==> config.mk <==
export PLATFORM = sky130hd
export DESIGN_NAME = serial_subtractor_flat
export DESIGN_NICKNAME = d
export VERILOG_FILES = /design/src/rtl/serial_subtractor_pkg.sv /design/src/rtl/serial_subtractor_if.sv /design/src/rtl/serial_sub_bit.sv /design/src/rtl/serial_subtractor.sv /design/src/flat_wrapper.sv
export SDC_FILE = /design/constraint.sdc
export NUM_CORES = 1
export LEC_CHECK = 0
export ABC_AREA = 1
export CORE_MARGIN = 8
export CORE_UTILIZATION = 31
export DETAILED_ROUTE_END_ITERATION = 8
export GPL_TIMING_DRIVEN = 0
export PLACE_DENSITY = 0.53
export SLEW_MARGIN = 20
export SYNTH_ARGS = -nofsm -noshare
export SYNTH_HDL_FRONTEND = slang
export SYNTH_SLANG_ARGS = --single-unit
==> constraint.sdc <==
create_clock -name clk -period 1.09 [get_ports clk]
set_input_delay 0.218 -clock clk [delete_from_list [all_inputs] [get_ports clk]]
set_output_delay 0.218 -clock clk [all_outputs]
set_load 0.02 [all_outputs]
==> src/rtl/serial_subtractor_pkg.sv <==
// Shared types and defaults for the bit-serial subtractor.
package serial_subtractor_pkg;

    localparam int unsigned SERSUB_WIDTH_DEFAULT = 4;

    typedef enum logic [1:0] {
        IDLE  = 2'd0,
        SHIFT = 2'd1,
        DONE  = 2'd2
    } sersub_state_t;

endpackage

==> src/rtl/serial_subtractor_if.sv <==
// Operand/result bundle between the requester (master) and the serial subtractor (slave).
interface serial_subtractor_if
    import serial_subtractor_pkg::*;
#(
    parameter int unsigned WIDTH = SERSUB_WIDTH_DEFAULT
);
    logic             start;
    logic [WIDTH-1:0] a;
    logic [WIDTH-1:0] b;
    logic             busy;
    logic             done;
    logic [WIDTH-1:0] diff;
    logic             borrow;

    modport master (
        output start, a, b,
        input  busy, done, diff, borrow
    );

    modport slave (
        input  start, a, b,
        output busy, done, diff, borrow
    );
endinterface

==> src/rtl/serial_sub_bit.sv <==
// Combinational 1-bit full subtractor: d = a - b - bin, bout set when the bit underflows.
module serial_sub_bit (
    input  logic a,
    input  logic b,
    input  logic bin,
    output logic d,
    output logic bout
);
    assign d    = a ^ b ^ bin;
    assign bout = (~a & b) | (~(a ^ b) & bin);
endmodule

==> src/rtl/serial_subtractor.sv <==
// LSB-first bit-serial subtractor producing a - b over WIDTH cycles with a done strobe.
// Optional macro SERIAL_SUBTRACTOR_SAT_EN clamps the result to zero on underflow.
module serial_subtractor
    import serial_subtractor_pkg::*;
#(
    parameter int unsigned WIDTH = SERSUB_WIDTH_DEFAULT
) (
    input  logic                clk,
    input  logic                reset,
    serial_subtractor_if.slave  bus
);
    localparam int unsigned CNT_W = $clog2(WIDTH + 1);

    sersub_state_t    state;
    sersub_state_t    state_next;
    logic             load;
    logic             step;
    logic             last;

    logic [WIDTH-1:0] op_a;
    logic [WIDTH-1:0] op_b;
    logic [WIDTH-1:0] res;
    logic [CNT_W-1:0] cnt;
    logic             br;

    logic             d_bit;
    logic             br_next;
    logic [WIDTH-1:0] res_full;
    logic [WIDTH-1:0] diff_load;

    logic             busy_q;
    logic             done_q;
    logic [WIDTH-1:0] diff_q;
    logic             borrow_q;

    serial_sub_bit u_bit (
        .a    (op_a[0]),
        .b    (op_b[0]),
        .bin  (br),
        .d    (d_bit),
        .bout (br_next)
    );

    // Result as it will look once the current bit is shifted in at the MSB
    assign res_full = {d_bit, res[WIDTH-1:1]};

    always_comb begin
        diff_load = res_full;
`ifdef SERIAL_SUBTRACTOR_SAT_EN
        if (br_next) begin
            diff_load = '0;
        end
`endif
    end

    // Next-state and control decode
    always_comb begin
        state_next = state;
        load       = 1'b0;
        step       = 1'b0;
        last       = 1'b0;
        case (state)
            IDLE: begin
                if (bus.start) begin
                    load       = 1'b1;
                    state_next = SHIFT;
                end
            end
            SHIFT: begin
                step = 1'b1;
                if (cnt == CNT_W'(WIDTH - 1)) begin
                    last       = 1'b1;
                    state_next = DONE;
                end
            end
            DONE: begin
                if (bus.start) begin
                    load       = 1'b1;
                    state_next = SHIFT;
                end else begin
                    state_next = IDLE;
                end
            end
            default: state_next = IDLE;
        endcase
    end

    always_ff @(posedge clk) begin
        if (reset) begin
            state    <= IDLE;
            op_a     <= '0;
            op_b     <= '0;
            res      <= '0;
            cnt      <= '0;
            br       <= 1'b0;
            busy_q   <= 1'b0;
            done_q   <= 1'b0;
            diff_q   <= '0;
            borrow_q <= 1'b0;
        end else begin
            state  <= state_next;
            busy_q <= (state_next == SHIFT);
            done_q <= (state_next == DONE);
            if (load) begin
                op_a <= bus.a;
                op_b <= bus.b;
                res  <= '0;
                cnt  <= '0;
                br   <= 1'b0;
            end else if (step) begin
                op_a <= {1'b0, op_a[WIDTH-1:1]};
                op_b <= {1'b0, op_b[WIDTH-1:1]};
                res  <= res_full;
                cnt  <= cnt + CNT_W'(1);
                br   <= br_next;
            end
            // Holding registers change only when the final bit lands
            if (last) begin
                diff_q   <= diff_load;
                borrow_q <= br_next;
            end
        end
    end

    assign bus.busy   = busy_q;
    assign bus.done   = done_q;
    assign bus.diff   = diff_q;
    assign bus.borrow = borrow_q;
endmodule

==> src/flat_wrapper.sv <==
// flat-port wrapper written by rule: the top's interface ports become plain ports
module serial_subtractor_flat import serial_subtractor_pkg::*;
#(
    parameter int unsigned WIDTH = SERSUB_WIDTH_DEFAULT
)
  (clk, reset, bus_start, bus_a, bus_b, bus_busy, bus_done, bus_diff, bus_borrow);
  serial_subtractor_if #(.WIDTH(WIDTH)) bus_i ();
  input  logic clk;
  input  logic reset;
  input wire logic [$bits(bus_i.start)-1:0] bus_start;
  input wire logic [$bits(bus_i.a)-1:0] bus_a;
  input wire logic [$bits(bus_i.b)-1:0] bus_b;
  output wire logic [$bits(bus_i.busy)-1:0] bus_busy;
  output wire logic [$bits(bus_i.done)-1:0] bus_done;
  output wire logic [$bits(bus_i.diff)-1:0] bus_diff;
  output wire logic [$bits(bus_i.borrow)-1:0] bus_borrow;
  assign bus_i.start = bus_start;
  assign bus_i.a = bus_a;
  assign bus_i.b = bus_b;
  assign bus_busy = bus_i.busy;
  assign bus_done = bus_i.done;
  assign bus_diff = bus_i.diff;
  assign bus_borrow = bus_i.borrow;
  serial_subtractor #(.WIDTH(WIDTH)) u_core (.clk(clk), .reset(reset), .bus(bus_i));
endmodule
-- Yosys cells after proc, flatten, opt, wreduce, memory -nomap -nowiden
Cells that the tools add are included.
- logic and storage cells: 40
- bits in registers: 25
- output and inout port bits: 7
- input port bits: 11
- $add $sub $neg: 1
- reduce and logical (&&, ||, !) cells: 4
- equality and inequality tests: 5
- mux-type cells: 13
- bitwise operators: 7
- operators with widths (cell ; count):
    4-bit two-way mux ; 4
    1-bit two-way mux ; 6
    2-bit case mux with 3 select lines ; 1
    2-bit by 1-bit equality test with 1-bit output (second input constant) ; 2
    2-bit equality test (second input constant) ; 2
    2-bit two-way mux ; 2
    2-bit OR reduction ; 2
    3-bit by 1-bit adder with 3-bit output (second input constant) ; 1
    3-bit by 2-bit equality test with 1-bit output (second input constant) ; 1
    1-bit bitwise AND ; 2
    2-bit logical NOT ; 1
    1-bit NOT ; 2
    2-bit nonzero test ; 1
    1-bit XOR ; 2
    1-bit bitwise OR ; 1

-- Longest topological paths before layout
- depth after elaboration: 4
- mapped depth: 8
- gate-level depth less buffers: 8

-- By module
A second synthesis with hierarchy kept.
- cells, all modules: 134
- area total of the unflattened synthesis: 1002.2 um^2
- modules (own cells, without submodules) (module ; times used ; area an instance (um^2) ; cells an instance ; sequential area each (um^2)):
    serial_subtractor ; 1 ; 970.9 ; 130 ; 480.5
    serial_sub_bit ; 1 ; 31.3 ; 4 ; 0.0

-- Worst setup path before layout
OpenSTA, ideal clock, no wires.
- path kind: register -> register
- from: register u_core.cnt[0]
- to: register u_core.diff_q[3], in the netlist u_core.bus.diff[3]
- path buffers: 0
- cell stages (with the launch flop): 9
- data required time: 0.978 ns
- clock period less this slack: 1.111 ns
- setup slack: -0.021 ns
- arrival: 0.999 ns
- setup time: 0.112 ns
- cell sequence: dfxtp_1 -> ha_1 -> ha_1 -> inv_1 -> nor2_4 -> nand2_1 -> inv_1 -> nand2_1 -> nand2_1
- word-level cells in the longest chain between the ends: 3
- RTL lines (item ; RTL line ; text):
    from (decl) ; serial_subtractor.sv:23 ; logic [CNT_W-1:0] cnt;
    from (signal assigned) ; serial_subtractor.sv:114 ; cnt <= cnt + CNT_W'(1);
    3-bit by 2-bit equality test with 1-bit output ; serial_subtractor.sv:71 ; if (cnt == CNT_W'(WIDTH - 1)) begin
    1-bit two-way mux ; serial_subtractor.sv:71 ;
    1-bit two-way mux ; serial_subtractor.sv:62 ; case (state)
    to (signal assigned) ; serial_subtractor.sv:119 ; diff_q <= diff_load;
    to (decl) ; serial_subtractor.sv:33 ; logic [WIDTH-1:0] diff_q;
Every way passes these cells.
A chain may end at the register's enable or synchronous reset.

-- Worst setup path after layout
- from: register u_core.br
- to: register u_core.res[3]
- word-level cells in the longest chain between the ends: 1
- RTL lines (item ; RTL line ; text):
    from (decl) ; serial_subtractor.sv:24 ; logic br;
    from (signal assigned) ; serial_subtractor.sv:115 ; br <= br_next;
    1-bit XOR ; serial_sub_bit.sv:9 ; assign d = a ^ b ^ bin;
    via u_core.d_bit ; serial_subtractor.sv:26 ; logic d_bit;
    to (signal assigned) ; serial_subtractor.sv:113 ; res <= res_full;
    to (decl) ; serial_subtractor.sv:22 ; logic [WIDTH-1:0] res;
The timed path passes the listed nets, and every way through them passes these cells.

==> results.json <==
{
  "dr.pass1.iters": 4,
  "m1WireLength_microns": 988,
  "dp_hpwl_mm": 1.54,
  "critPathRequiredTime_ns": 1.36,
  "placement_rows": 20,
  "io_pins": 18,
  "clk_pin_slew_ns": 0.14,
  "post_cts_hold_buffer_count": 0,
  "synth-seq-area-share": 0.481,
  "startpoint_types": "flip-flop",
  "antenna_cells_inserted": 0,
  "power.static_leakage_nw": 0.601,
  "total_routing_usage_gr": 0.0897,
  "met3RoutedLength_microns": 123,
  "clockRootBuffer": "sky130_fd_sc_hd__clkbuf_4",
  "setup-tns-final_ns": -0.345,
  "final_util": 0.451,
  "clk-insertion-delay-late_ns": 0.32,
  "cp.arrival_ns": 1.46,
  "number_of_synthesized_flops_with_an_enable_pin": 0,
  "cts-htree-levels": 1,
  "synth.yosys.warnings": 0,
  "synth_top_area_frac": 0.481,
  "post_synthesis_cells": 134,
  "leading_post_synthesis_cells_by_cell_area": "sky130_fd_sc_hd__dfxtp_1 48%, sky130_fd_sc_hd__nand2_1 11%, sky130_fd_sc_hd__inv_1 9.0%, sky130_fd_sc_hd__nor2_1 6.0%, sky130_fd_sc_hd__nand3_1 4.5%",
  "placement.io_buffers": 17,
  "min-delay-path-class": "input pin to flip-flop",
  "top_layer": "met4",
  "cp_slowest_cell": "sky130_fd_sc_hd__fa_2",
  "net_count_after_synthesis": 148,
  "placedInstanceArea_sq_um": 1220,
  "first_global_vias": 868,
  "grt_max_degree": 15,
  "die_h_microns": 72.8,
  "hold_violations": 0,
  "detail-route-antenna-nets": 0,
  "clock_sink_count": 24,
  "synth.avg_cell_area_sq_um": 7.46,
  "netlist_area_sq_um": 1000,
  "nets": 172,
  "wire_per_inst_microns": 10.6,
  "via_per_inst": 4.34,
  "postSynth.asyncResetShare": 0,
  "ys_ff_latch": 24,
  "gp_congestion": 0.784,
  "cp_num_buf_inv": 1,
  "slew_viol_final": 0,
  "grt_first_pass_wirelength_mm": 3.75,
  "worst_clock_skew_ns": 0.00546,
  "met2RoutedLength_microns": 992,
  "setup_viol": 8,
  "grt_setup_unrepaired": "yes",
  "grt_antenna_before_repair": 0,
  "synth_area_leader": "sky130_fd_sc_hd__dfxtp_1",
  "cap_viol_max_count": 0,
  "drcViolationCount": 0,
  "worst_slew_pin_slew_ns": 0.205,
  "max_freq_ghz": 0.844,
  "finalWorstSetupSlack_ns": -0.0950,
  "pre_cts_ws_ns": -0.339,
  "syn_to_final_growth_pct": 37.7,
  "core_region_area_sq_um": 3050,
  "die_area_sq_um": 5300,
  "cts_inserted_buffers": 3,
  "critical_path.cell_chain": "inv_2, fa_2, nand2_2, a21oi_2",
  "critical_path.top_delay_family": "adder cells",
  "violated_checks": "setup timing",
  "synthFlopType": "sky130_fd_sc_hd__dfxtp_1",
  "yosys.cell_types.count": 18,
  "globalRouteOverflowTotal": 0,
  "finalWorstPathRequiredPeriod_ns": 1.19,
  "synth_most_common_cell": "sky130_fd_sc_hd__nand2_1",
  "synth_top_cells_by_count": "28 x sky130_fd_sc_hd__nand2_1, 24 x sky130_fd_sc_hd__dfxtp_1, 24 x sky130_fd_sc_hd__inv_1",
  "pwr_density_cell_nw_per_um2": 1360,
  "first_iter_violations": 26,
  "initial_core_utilization": 0.327,
  "cp-end-kind": "flip-flop",
  "worst_ir_drop_vdd_mv": 0.784,
  "fp.dieW_microns": 72.8,
  "detailroute.via_count": 872,
  "crit_path_max_incr_delay_ns": 0.58,
  "critPathKind": "flip-flop to flip-flop",
  "postRouteWirelength_mm": 2.14,
  "part_of_the_cycle_the_worst_path_needs": 1.09,
  "maximum_clock_insertion_buffer_count": 2,
  "finish.instance_area_sq_um": 1380,
  "tritoncts": "done",
  "layout-drive-gt1-share": 0.325,
  "status": "finished, violations left",
  "worst-path-max-fanout": 2,
  "max-slew-margin-rel": 0.862
}
-- worst paths after layout --
check	from	end	slack, ns	cells after the start
setup / recovery	u_core.br$_SDFFE_PP0N_	u_core.res[3]$_SDFFE_PP0N_	-0.1	4
hold / removal	bus_b[3]	u_core.op_b[3]$_SDFFE_PP0P_	0.47	3
setup reg to reg	u_core.br$_SDFFE_PP0N_	u_core.res[3]$_SDFFE_PP0N_	-0.1	4
hold reg to reg	u_core.bus.diff[1]$_SDFFE_PP0P_	u_core.bus.diff[1]$_SDFFE_PP0P_	0.48	2
-- registers in the layout, summed over array words and instances, names as in the netlist --
name,cells
u_core.bus.borrow,1
u_core.cnt,3
u_core.op_a,4
u_core.br,1
u_core.state,2
u_core.bus.done,1
u_core.res,3
u_core.bus.busy,1
u_core.bus.diff,4
u_core.op_b,4
-- cells by family after synthesis --
kind of cell,synth area share
AO/OA/AOI/OAI,0.0901
XOR/XNOR,0.00876
adder cells (fa/ha/maj),0.0451
buffers and inverters,0.114
flip-flops,0.481
AND/OR/NAND/NOR,0.262
-- metrics by stage --
stage                     std cells  power, W  hold WS (ns)
after floorplan                 134   0.00111         0.287
after global placement          195   0.00120         0.451
after detailed placement        195   0.00119         0.458
after CTS                       199   0.00186         0.460
after global routing            201   0.00196         0.490
final                           201   0.00187         0.466
-- layer usage --
| metal | GRT usage | vias up |
|---|---|---|
| li1 | - | 465 |
| met1 | 0.0978 | 386 |
| met2 | 0.144 | 16 |
| met3 | 0.0426 | 5 |
| met4 | 0.0400 | 0 |
| met5 | 0 | - |
-- cells in the final DEF, fill, tap and decap left out, types with 2 or more instances in the layout --
cell | synthesis | routed
sky130_fd_sc_hd__a21oi_2 | 0 | 2
sky130_fd_sc_hd__buf_2 | 1 | 3
sky130_fd_sc_hd__nand3_1 | 9 | 8
sky130_fd_sc_hd__o21ai_0 | 9 | 8
sky130_fd_sc_hd__ha_4 | 0 | 2
sky130_fd_sc_hd__a21oi_1 | 8 | 6
sky130_fd_sc_hd__nor3_1 | 3 | 3
sky130_fd_sc_hd__nand2_1 | 28 | 24
sky130_fd_sc_hd__o21ai_1 | 1 | 2
sky130_fd_sc_hd__inv_2 | 0 | 7
sky130_fd_sc_hd__dfxtp_2 | 0 | 7
sky130_fd_sc_hd__inv_4 | 0 | 2
sky130_fd_sc_hd__clkdlybuf4s50_1 | 0 | 10
sky130_fd_sc_hd__dfxtp_1 | 24 | 16
sky130_fd_sc_hd__nand2_2 | 3 | 5
sky130_fd_sc_hd__nor2_1 | 16 | 12
sky130_fd_sc_hd__clkbuf_4 | 0 | 4
sky130_fd_sc_hd__buf_4 | 1 | 6
sky130_fd_sc_hd__inv_1 | 24 | 15
sky130_fd_sc_hd__buf_6 | 1 | 2
sky130_fd_sc_hd__nor2_4 | 1 | 4
sky130_fd_sc_hd__nand2_4 | 0 | 2
-- layout make-up --
type,instances,area (sq um)
Timing Repair Buffer,19,160
Inverter,24,95.1
Buffer,3,30.0
Tap cell,44,55.1
Clock buffer,3,22.5
Multi-Input combinational cell,83,490
Fill cell,321,1680
Clock inverter,1,30.0
Sequential cell,24,493
-- power breakdown --
part / internal (W) / leakage [nW] / total, W / switching [W]
Sequential: 0.000921 / 0.199 / 0.000950 / 0.0000284
Combinational: 0.000117 / 0.374 / 0.000264 / 0.000147
Clock: 0.000372 / 0.0279 / 0.000651 / 0.000279
-- tightest hold or removal path, delay by kind of cell --
kind          cells  cell delay, ns
buf+inv           1            0.40
simple gates      2            0.15
-- repair_timing --
item	in CTS	in global routing
endpoints found under the setup margin	21	25
resized for setup	45	31
setup buffers	0	1
cloned	0	1
pin swaps	5	6
hold endpoints to repair	0	0
Power figures use the tool's default switching activity.
